<file path="src/rtl/hmsg_arbiter_2to1_pkg.sv">
// hmsg_arbiter_2to1 shared definitions: field sizes, debounce depth,
// arbiter state encodings and the round-robin pick helper.
package hmsg_arbiter_2to1_pkg;

  localparam logic NS_ON  = 1'b1;
  localparam logic NS_OFF = 1'b0;

  localparam int NS_ADDRESS_SIZE = 4;
  localparam int NS_DATA_SIZE    = 4;
  localparam int NS_REDUN_SIZE   = 2;
  localparam int NS_REQ_CKS      = 2;

  typedef enum logic [1:0] {
    HARB_ST_IDLE    = 2'd0,
    HARB_ST_SEND    = 2'd1,
    HARB_ST_RELEASE = 2'd2
  } harb_st_e;

  // A tie goes to the input that did not win last time.
  function automatic logic pick_winner(
    input logic r0,
    input logic r1,
    input logic last_win
  );
    return (r0 && r1) ? ~last_win : r1;
  endfunction

endpackage

</file>
<file path="src/rtl/hmsg_arbiter_2to1_debouncer.sv">
// hreq_debouncer: output follows the raw input only after CKS equal
// consecutive samples; rdy rises once CKS samples have been taken.
module hreq_debouncer
  import hmsg_arbiter_2to1_pkg::*;
#(
  parameter int CKS = NS_REQ_CKS
)(
  input  logic clk,
  input  logic rst,
  input  logic raw,
  output logic ckd,
  output logic rdy
);

  localparam int CW = (CKS > 1) ? $clog2(CKS) : 1;
  localparam logic [CW-1:0] LAST = CW'(CKS - 1);

  logic [CW-1:0] cnt;
  logic [CW-1:0] warm;

  always_ff @(posedge clk or posedge rst) begin
    if (rst) begin
      ckd  <= NS_OFF;
      rdy  <= NS_OFF;
      cnt  <= '0;
      warm <= '0;
    end else begin
      if (raw != ckd) begin
        if (cnt == LAST) begin
          ckd <= raw;
          cnt <= '0;
        end else begin
          cnt <= cnt + 1'b1;
        end
      end else begin
        cnt <= '0;
      end
      if (!rdy) begin
        if (warm == LAST) rdy <= NS_ON;
        else              warm <= warm + 1'b1;
      end
    end
  end

endmodule

</file>
<file path="src/rtl/hmsg_arbiter_2to1.sv">
// Round-robin 2:1 merge of 4-phase req/ack message channels.
// Optional per-input completion counters under HMSG_ARB_STATS_EN.
module hmsg_arbiter_2to1
  import hmsg_arbiter_2to1_pkg::*;
#(
  parameter  int ASZ         = NS_ADDRESS_SIZE,
  parameter  int DSZ         = NS_DATA_SIZE,
  parameter  int RSZ         = NS_REDUN_SIZE,
  parameter  int RCV_REQ_CKS = NS_REQ_CKS,
  localparam int MSZ         = ASZ + DSZ + RSZ
)(
  input  logic           gch_clk,
  input  logic           gch_reset,
  output logic           gch_ready,
  input  logic           rcv0_req_in,
  output logic           rcv0_ack_out,
  input  logic [MSZ-1:0] rcv0_msg_in,
  input  logic           rcv1_req_in,
  output logic           rcv1_ack_out,
  input  logic [MSZ-1:0] rcv1_msg_in,
  output logic           snd0_req_out,
  input  logic           snd0_ack_in,
  output logic [MSZ-1:0] snd0_msg_out
`ifdef HMSG_ARB_STATS_EN
  ,
  output logic [15:0]    stat_cnt0,
  output logic [15:0]    stat_cnt1
`endif
);

  logic rcv0_ckd_req, rcv1_ckd_req, snd0_ckd_ack;
  logic rdy0, rdy1, rdy_s;

  hreq_debouncer #(.CKS(RCV_REQ_CKS)) u_db_rcv0 (
    .clk(gch_clk), .rst(gch_reset), .raw(rcv0_req_in),
    .ckd(rcv0_ckd_req), .rdy(rdy0)
  );
  hreq_debouncer #(.CKS(RCV_REQ_CKS)) u_db_rcv1 (
    .clk(gch_clk), .rst(gch_reset), .raw(rcv1_req_in),
    .ckd(rcv1_ckd_req), .rdy(rdy1)
  );
  hreq_debouncer #(.CKS(RCV_REQ_CKS)) u_db_snd0 (
    .clk(gch_clk), .rst(gch_reset), .raw(snd0_ack_in),
    .ckd(snd0_ckd_ack), .rdy(rdy_s)
  );

  harb_st_e       state, state_nx;
  logic           rg_rdy;
  logic           cur, cur_nx;
  logic           last_win, last_win_nx;
  logic           snd_req_nx, ack0_nx, ack1_nx;
  logic [MSZ-1:0] msg_nx;
  logic           done;
  logic           elig0, elig1, win, cur_req;

  assign gch_ready = rg_rdy & rdy0 & rdy1;

  assign elig0   = rcv0_ckd_req & ~rcv0_ack_out;
  assign elig1   = rcv1_ckd_req & ~rcv1_ack_out;
  assign win     = pick_winner(elig0, elig1, last_win);
  assign cur_req = cur ? rcv1_ckd_req : rcv0_ckd_req;

  always_comb begin
    state_nx    = state;
    cur_nx      = cur;
    last_win_nx = last_win;
    snd_req_nx  = snd0_req_out;
    ack0_nx     = rcv0_ack_out;
    ack1_nx     = rcv1_ack_out;
    msg_nx      = snd0_msg_out;
    done        = 1'b0;
    unique case (state)
      HARB_ST_IDLE: begin
        if (rg_rdy && rdy_s && (elig0 || elig1)) begin
          msg_nx     = win ? rcv1_msg_in : rcv0_msg_in;
          cur_nx     = win;
          snd_req_nx = 1'b1;
          state_nx   = HARB_ST_SEND;
        end
      end
      HARB_ST_SEND: begin
        if (snd0_ckd_ack) begin
          snd_req_nx = 1'b0;
          if (cur) ack1_nx = 1'b1;
          else     ack0_nx = 1'b1;
          state_nx = HARB_ST_RELEASE;
        end
      end
      HARB_ST_RELEASE: begin
        if (!snd0_ckd_ack && !cur_req) begin
          ack0_nx     = 1'b0;
          ack1_nx     = 1'b0;
          last_win_nx = cur;
          done        = 1'b1;
          state_nx    = HARB_ST_IDLE;
        end
      end
      default: state_nx = HARB_ST_IDLE;
    endcase
  end

  always_ff @(posedge gch_clk or posedge gch_reset) begin
    if (gch_reset) begin
      state        <= HARB_ST_IDLE;
      rg_rdy       <= NS_OFF;
      cur          <= 1'b0;
      last_win     <= 1'b1;
      snd0_req_out <= NS_OFF;
      rcv0_ack_out <= NS_OFF;
      rcv1_ack_out <= NS_OFF;
      snd0_msg_out <= '0;
    end else begin
      state        <= state_nx;
      rg_rdy       <= NS_ON;
      cur          <= cur_nx;
      last_win     <= last_win_nx;
      snd0_req_out <= snd_req_nx;
      rcv0_ack_out <= ack0_nx;
      rcv1_ack_out <= ack1_nx;
      snd0_msg_out <= msg_nx;
    end
  end

`ifdef HMSG_ARB_STATS_EN
  always_ff @(posedge gch_clk or posedge gch_reset) begin
    if (gch_reset) begin
      stat_cnt0 <= '0;
      stat_cnt1 <= '0;
    end else if (done) begin
      if (cur) stat_cnt1 <= stat_cnt1 + 16'd1;
      else     stat_cnt0 <= stat_cnt0 + 16'd1;
    end
  end
`endif

endmodule

</file>
<file path="config.mk">
export PLATFORM = sky130hd
export DESIGN_NAME = hmsg_arbiter_2to1
export DESIGN_NICKNAME = d
export VERILOG_FILES = /design/src/rtl/hmsg_arbiter_2to1_pkg.sv /design/src/rtl/hmsg_arbiter_2to1_debouncer.sv /design/src/rtl/hmsg_arbiter_2to1.sv
export SDC_FILE = /design/constraint.sdc
export NUM_CORES = 1
export LEC_CHECK = 0
export ABC_AREA = 1
export CORE_AREA = 2 2 50 52
export DETAILED_ROUTE_END_ITERATION = 8
export DIE_AREA = 0 0 52 54
export DONT_BUFFER_PORTS = 1
export GPL_TIMING_DRIVEN = 0
export PLACE_DENSITY = 0.74
export SETUP_SLACK_MARGIN = 0.5
export SYNTH_ARGS = -nofsm -noshare
export SYNTH_HDL_FRONTEND = slang
export SYNTH_SLANG_ARGS = --single-unit
</file>
<file path="constraint.sdc">
create_clock -name gch_clk -period 1.6 [get_ports gch_clk]
set_input_delay 0.32 -clock gch_clk [delete_from_list [all_inputs] [get_ports gch_clk]]
set_output_delay 0.32 -clock gch_clk [all_outputs]
set_load 0.005 [all_outputs]
</file>
==> results.txt, run 1 <==
The run finished with clean final reports. The average cell area after synthesis came out at 8.307 um^2. The die footprint came out at ~2800 um^2. The worst setup path is captured at a primary output. The vertical die dimension is around 54 um. Traced cell by cell, the critical path runs through inv_2 > nor2_2. The number of clock buffers inserted by TritonCTS came out at 5. In this run the cell area of the synthesized design comes to roughly 1300 um^2. Clock latency on the worst-skew pair, taken at its later pin, is ~0.33 ns. The maximum root-to-sink buffer count came out at 2.

The root buffer cell is clkbuf_4. The number of fill cells in the layout is 190. After the first detailed-routing iteration, the DRC count stood at 26. The max-slew headroom at the worst pin came out at 0.2605.

After clock tree synthesis, the clock-pin slew on the worst setup and hold paths is 0.09 ns. For this block, the via count after detailed routing is 1,075. The first global-routing pass estimated roughly 4.3 mm of wire. The simple-gate share of the synthesized area came out at 0.2974.

For the pin with the worst max-slew slack, the measured transition is around 1.1 ns. Of the total synthesized cell area, the portion taken by XOR and XNOR cells is 0.02002. The pin count of the biggest net entering global routing is 31. The pre-antenna-repair detailed-routing pass consisted of 5 iterations. The final setup slack of the worst path is 0.4242 ns. The required arrival time at the worst endpoint is 1.28 ns.

The total number of placement rows is 18. Relative to the synthesized area, the layout overhead comes to 23.26%. The final-report setup violation count is 0. For this run, the post-layout net count is 200. The maximum achievable frequency came out at approximately 0.85 GHz. The final critical-path required period came out at about 1.2 ns. The sum of overflow across all layers after global routing is 0. The number of flip-flops and latches in the synthesized netlist is 30. The worst register-to-register path has a setup slack of around 0.43 ns. The worst path arrival time came out at about 0.86 ns.

For this run, the register share of the synthesized area comes to 0.5729. In the layout the commonest cells are nand2_1 (51), dfrtp_1 (27), nand2_2 (18). Synthesis handed over a netlist of between 150 and 200 instances. The timing endpoint of the critical path is gch_ready. The combined buffer and inverter count along the critical path is 1. The count of inserted antenna diode cells came out at 0. The largest delay contributor family on the critical path is flip-flops. The synthesis warning total is 0.

The worst clock skew came out at 0.006410 ns. The routed wire length per instance came out at 13.75 um. CTS built an H-tree with a depth of 2. In the final layout, the share of cells above drive strength 1 is 0.3466. The static leakage power came out at slightly above 0.0008 uW. Input and output buffers added on the ports amount to 0. The critical path's slowest cell is dfrtp_1. The number of failing hold endpoints at the final stage came out at 0. The total half-perimeter wirelength after legalization and detailed placement came out at ~1.9 mm. The areal power density over the cells is roughly 1900 nW/um^2.

The most common library cell in the layout ignoring fill and taps is nand2_1. The category of the most critical setup path is reg -> out. The kind of start point of the critical path is a register. The most critical setup path has its startpoint at u_db_rcv1.rdy. The launching point of the worst reg2reg path is rcv0_ack_out. The final wirelength came out at around 2.8 mm. In this run the remaining antenna-violating nets after routing total 0. The die is 52 um wide.

The initial utilization of the core area, before any placement, comes to 0.5658. The largest fanout on the critical path came out at 2. The net count after synthesis came out at 183. The weighted congestion at the end of routability-driven global placement came out at around 0.72.

The mean number of vias per cell came out at 5.218. The instance count on the critical path came out at 2. The post-synthesis compound-gate area fraction is 0.03432. The number of antenna violations at the first check in global routing came out at 0. The top-level port count is 39.

The maximum single-stage delay on the critical path is 0.38 ns. The area share of fa/ha/maj cells after synthesis is 0. The min-delay analysis places its worst path in the category in -> reg. The post-detailed-route DRC marker count is 0. The endpoint identified for the worst register-to-register timing path is snd0_msg_out[8].

The count of cells along the worst register-to-register path came out at 7. The post-route clock period utilization came out at 0.7349. After routing, the total negative slack on setup checks comes to 0 ns. The number of global-route vias before repair is roughly 990. TritonCTS built the clock tree. The peak supply drop came out at between 1 and 1.5 mV. The number of library cell types mapped by synthesis came out at 19. The clock net in this run drives a total of 30 sinks. Across every metal layer, demand over resource in global routing totals 0.2196. The floorplan core area is 2320 um^2. The final count of pins violating max slew was 0. The combinational family with the most area after synthesis is simple AND/OR/NAND/NOR gates. Setup repair after global routing could not meet its margin everywhere. The minimum setup slack after placement is between 0.3 and 0.4 ns. The number of maximum-capacitance violations came out at 0. The total power came out at 3095 uW. Measured against the total synthesized area, the mux share comes to 0.008580.
timing repair:
| item | 4_1_cts | 5_1_grt |
|---|---|---|
| pin swaps | 5 | 12 |
| setup endpoints to repair | 13 | 19 |
| setup buffers | 5 | 3 |
| resized for setup | 19 | 29 |
| hold buffers | 0 | 0 |
| gates cloned | 2 | 0 |
sequential cells by signal, summed over array words and instances (netlist names):
signal and flops:
cur 1, last_win 1, rcv0_ack_out 1, rcv1_ack_out 1, rg_rdy 1, snd0_msg_out 10
snd0_req_out 1, state 2, u_db_rcv0.ckd 1, u_db_rcv0.cnt 1, u_db_rcv0.rdy 1, u_db_rcv0.warm 1
u_db_rcv1.ckd 1, u_db_rcv1.cnt 1, u_db_rcv1.rdy 1, u_db_rcv1.warm 1, u_db_snd0.ckd 1, u_db_snd0.cnt 1
u_db_snd0.rdy 1, u_db_snd0.warm 1
where the power goes:
group	leakage [uW]	switching (uW)	total [uW]	internal [uW]
clock network	0.0000353	250	463	213
logic	0.000430	718	1290	567
registers	0.000345	294	1350	1050
worst min-delay path by stage:
stage | start | endpoint | slack, ns | cells after the start
final | snd0_ack_in | u_db_snd0.ckd | 0.13 | 2
after floorplan | gch_reset | cur | 0.41 | 1
after detailed placement | u_db_rcv0.cnt | u_db_rcv0.cnt | 0.43 | 1
after global placement | u_db_rcv0.cnt | u_db_rcv0.cnt | 0.42 | 1
after CTS | rcv1_req_in | u_db_rcv1.ckd | 0.1 | 2
after global routing | rcv0_req_in | u_db_rcv0.ckd | 0.13 | 1
Yosys cell counts:
| cell type | instances | area [um^2] |
|---|---|---|
| nand3_1 | 13 | 65.06 |
| inv_2 | 2 | 7.510 |
| nand2_1 | 71 | 266.5 |
| or2_2 | 2 | 12.51 |
| o21ai_1 | 1 | 5.000 |
| nor2_2 | 1 | 6.260 |
| dfrtp_1 | 29 | 725.7 |
| conb_1 | 1 | 3.750 |
| nor2_1 | 8 | 30.03 |
| a21oi_1 | 1 | 5.000 |
| buf_6 | 1 | 11.26 |
| xnor2_1 | 3 | 26.28 |
| dfstp_2 | 1 | 26.28 |
| buf_4 | 2 | 15.01 |
| mux2_2 | 1 | 11.26 |
| nand3_2 | 1 | 10.01 |
| inv_1 | 12 | 45.04 |
| o21ai_0 | 7 | 35.03 |
| buf_2 | 1 | 5.000 |
through the flow:
stage	std cells	utilization	cell area [um^2]	hold slack (ns)
floorplan	158	-	1313	0.4091
global route	206	0.6974	1618	0.1302
CTS	203	0.6521	1513	0.09793
global placement	188	0.5820	1350	0.4188
finish	206	0.6974	1618	0.1308
detailed placement	188	0.5820	1350	0.4317
logic make-up after synthesis:
| kind of cell | after synthesis |
|---|---|
| AO/OA/AOI/OAI | 9 |
| other | 1 |
| AND/OR/NAND/NOR | 96 |
| buffers and inverters | 18 |
| flip-flops | 30 |
| multiplexers | 1 |
| XOR/XNOR | 3 |
final cells by class:
class | instances | area, um^2 | share of cell area
Timing Repair Buffer | 10 | 86.33 | 0.05336
Multi-Input combinational cell | 110 | 583.1 | 0.3604
Clock inverter | 1 | 5.005 | 0.003094
Sequential cell | 30 | 754.5 | 0.4664
Clock buffer | 7 | 55.05 | 0.03403
Buffer | 4 | 41.29 | 0.02552
Inverter | 14 | 55.05 | 0.03403
Tap cell | 30 | 37.54 | 0.02320
layer usage:
layer	global-route usage	up-vias	routed length, um
met1	0.2409	513	1107
li1	-	518	-
met4	0.09649	0	44
met2	0.3692	38	1498
met5	0	-	0
met3	0.09722	6	182
Power figures use the tool's default switching activity.
==> run 2: changes to the inputs <==
Settings changed: ABC_AREA 1 to 0, CORE_AREA 2 2 50 52 to 2 2 49 51, DIE_AREA 0 0 52 54 to 0 0 51 53.
Clock period 1.6 ns to 1.2 ns, I/O delays scaled along.
==> run 2 against run 1 <==
Net effect:
- the flow now finishes with violations (hold timing, setup timing)
- synthesized cell count shrank 34%
- synthesized area decreased by 3.7%
- count of clock-buffer cells in the layout unchanged
- core utilization rose by 3.8 points
- die area fell by 3.7%
- critical path type is now reg -> reg
- largest power group unchanged
==> results.txt, run 2 <==
The run finished, with violations left. The checks that failed: hold timing, setup timing. The mean number of vias per cell came out at roughly 5.4.

Data on the critical path is required at its endpoint by 1.41 ns. STA classifies the critical path endpoint as a register. Each instance of the synthesized netlist takes up on average 12.15 um^2. The largest delay contributor family on the critical path is flip-flops. Clock tree synthesis found a total of 30 sinks. The number of I/O port buffers came out at 0. Across all layers, the routed design uses 828 vias. The net count after synthesis came out at about 130. The transition time at the pin with the least slew margin is ~0.6 ns. The area growth from synthesis to layout is 25.05%. In the synthesized netlist the dominant register cell turns out to be dfrtp_1. Leaving out fill and tap cells, the most frequent cell in the layout is dfrtp_1.

The number of nets in the layout came out at between 100 and 150. After synthesis the cells add up to ~1300 um^2. Among all cell types in the netlist, the one instantiated most often is dfrtp_1. The final-report setup violation count came out at 15.

The final count of pins violating max slew is 0. The critical path goes through and2b_2 > buf_4 > o2111ai_4 > mux2_1. The number of library cell types mapped by synthesis is 26. The number of failing hold endpoints at the final stage is 29. The weighted congestion at the end of routability-driven global placement is 0.7835.

The total global-route track usage came out at 0.2004. For the worst flop-to-flop path, the logic depth is 4. The gate count after technology mapping came out at between 100 and 150. In the final layout, flip-flops and latches occupy about 760 um^2.

The minimum setup slack after placement is -0.3154 ns. During synthesis, Yosys emitted a total of 0 warnings. The die width is about 51 um.

The sequential cell area fraction in the yosys report came out at 0.5950. The maximum single-stage delay on the critical path came out at 0.40 ns. The count of inserted antenna diode cells came out at 0. The maximum root-to-sink buffer count came out at 2. The top cell types in the final layout, fill and taps aside, are dfrtp_1 (24), o21ai_1 (11), nand2_1 (11). Subtracting the final worst setup slack from the clock period gives 1.481 ns.

The number of global-route vias before repair came to approximately 880. Yosys mapped a number of flops with a built-in enable equal to 0. The number of levels the H-tree was split into is 2. The setup check on the worst reg-to-reg path leaves a slack of -0.28 ns. The utilization after layout is 0.7356.

The number of detailed-routing iterations run before antenna repair came out at 2. The detailed router finished its first iteration with 5 violations. The final wirelength came out at between 2 and 2.5 mm. TritonCTS built the clock tree. STA classifies the critical path startpoint as a register. The worst path arrival time is approximately 1.7 ns.

The total half-perimeter wirelength after legalization and detailed placement is ~1.6 mm. The floorplan core area is 2148 um^2. The number of antenna-violating nets in the routed design is 0. The cell area reported after detailed placement came out at roughly 1300 um^2. Counting flops with an async set or reset pin after synthesis yields a share of 1.000. The largest fanout on the critical path is 5. In this run the tightest slew margin relative to its limit is 0.5877. The peak supply drop is between 1 and 1.5 mV.

Setup repair after global routing could not meet its margin everywhere. The critical path is of the reg -> reg type. Clock latency on the worst-skew pair, taken at its later pin, is roughly 0.32 ns. The global-route wire length before repair is roughly 3.8 mm. The area of all placed cells without fillers came out at 1580 um^2. The biggest area contributor in the post-synthesis netlist is dfrtp_1. After detailed routing, the average wire length per cell comes to about 16 um. The ratio of cells with drive above 1 in the final layout is 0.4032. The footprint of the multi-input gates came out at ~560 um^2.

The number of antenna violations at the first check in global routing came out at 0. Clock tree synthesis selected as its root buffer the cell clkbuf_4. Of the available clock period, the critical path in the final layout requires 1.234. For the final database, setup skew stands at 0.008218 ns.

The die footprint came out at between 2000 and 3000 um^2. Buffers inserted during clock tree synthesis total 5. snd0_msg_out holds more flip-flops than any other register.

In this run the critical register-to-register path is launched from rcv1_ack_out. The maximum achievable frequency came out at 0.6753 GHz. The number of fill cells in the layout is between 150 and 200. After clock tree synthesis, the clock-pin slew on the worst setup and hold paths is roughly 0.09 ns.

For this run, design rule violations remaining after detail routing come to 0. The areal power density over the cells came out at approximately 2500 nW/um^2. The final setup slack of the worst path is -0.2807 ns. The largest registers in the layout are snd0_msg_out x10, state x2.

The number of flip-flops and latches in the synthesized netlist is 30. For this design the top-level I/O count stands at 39. The end of the worst register-to-register path is cur. The classification of the worst-slack hold path is in -> async. Yosys attributes the largest share of cell area to dfrtp_1 (57%), mux2i_1 (7.9%), o21ai_1 (4.0%). The top cell type's share of synthesized area came out at 0.5743. The register with the most flip-flops in the layout has 10 of them. The static leakage power is around 0.00068 uW.

The number of maximum-capacitance violations came out at 0. The floorplan step set the die height to about 53 um. The commonest cells after synthesis are dfrtp_1 (29), nand2_1 (12), mux2i_1 (10), o21ai_1 (10), nor2_1 (7). The minimum hold slack is -0.1496 ns.

The pin count of the biggest net entering global routing is 31. The critical path's slowest cell is dfrtp_1. The sum of overflow across all layers after global routing came out at 0. For this configuration, the core starts out at a cell density of 0.5882. The total number of placement rows is 17.

The combined buffer and inverter count along the critical path is 1.
-- run 2: cell count changes in the layout (fill, tap and decap cells not counted), sizes merged, moves of 2 or more --
cell / delta
nor2: -2
nand3: -14
nand2: -59
mux2: +4
nand2b: +5
mux2i: +10
nor2b: +2
inv: -12
o21ai: +4
-- run 2: worst max-delay path by stage --
stage,from,endpoint,slack (ns),cells after the start
2_1_floorplan,rcv1_ack_out,snd0_msg_out[7],-0.12,5
3_3_place_gp,u_db_rcv1.ckd,snd0_msg_out[7],-0.27,5
3_5_place_dp,u_db_rcv1.ckd,snd0_msg_out[8],-0.32,5
4_1_cts,rcv1_ack_out,snd0_msg_out[8],-0.28,6
5_1_grt,rcv1_ack_out,cur,-0.34,4
6_report,rcv1_ack_out,cur,-0.28,4
-- run 2: logic make-up after synthesis --
family / after synthesis / share of synthesized area
simple gates: 32 / 0.1248
flops: 30 / 0.5951
compound gates: 17 / 0.1069
mux: 15 / 0.1238
buf+inv: 6 / 0.02574
xor+xnor: 3 / 0.02080
other cells: 1 / 0.002967
-- run 2: layout make-up --
cell class              instances  share of cell area
flip-flops and latches         30              0.4798
multi-input cells              68              0.3555
repair buffers                 12             0.07363
clock buffers                   7             0.03484
well taps                      28             0.02217
plain buffers                   3             0.02138
inverters                       3            0.009501
clock inverters                 1            0.003167
-- run 2: layer usage --
| layer | up-vias | GRT usage | routed length (um) | part of all wire |
|---|---|---|---|---|
| li1 | 388 | - | - | - |
| met1 | 413 | 0.2312 | 979 | 0.41 |
| met2 | 25 | 0.3355 | 1243 | 0.52 |
| met3 | 2 | 0.08757 | 147 | 0.062 |
| met4 | 0 | 0.06306 | 19 | 0.0079 |
| met5 | - | 0 | 0 | 0 |
-- run 2: report_power, final --
group | switching (uW) | leakage (uW) | internal (uW)
combinational | 699 | 0.000303 | 894
clock | 319 | 0.0000353 | 283
sequential | 390 | 0.000339 | 1410
total | 1410 | 0.000677 | 2590
-- run 2: timing repair --
| action | CTS | global route |
|---|---|---|
| pin swaps | 2 | 4 |
| setup endpoints to repair | 40 | 41 |
| resized for setup | 15 | 13 |
| endpoints found under the hold margin | 29 | 29 |
| setup buffers | 8 | 4 |
-- run 2: metrics by stage --
| step | hold slack [ns] | instances | TNS, ns | total power, uW |
|---|---|---|---|---|
| 3_3_place_gp | 0.2093 | 132 | -3.139 | 2879 |
| 6_report | -0.1496 | 152 | -3.322 | 4001 |
| 2_1_floorplan | 0.1554 | 104 | -1.466 | 2699 |
| 5_1_grt | -0.1190 | 152 | -4.276 | 4267 |
| 3_5_place_dp | 0.2146 | 132 | -3.753 | 2969 |
| 4_1_cts | -0.1401 | 148 | -3.473 | 3827 |
-- run 2: worst register-to-register path, delay by kind of cell, from the launching register on --
family | cells | cell delay [ns]
multiplexers | 1 | 0.35
AND/OR/NAND/NOR | 1 | 0.25
AO/OA/AOI/OAI | 1 | 0.24
flip-flops | 1 | 0.40
buffers and inverters | 1 | 0.14
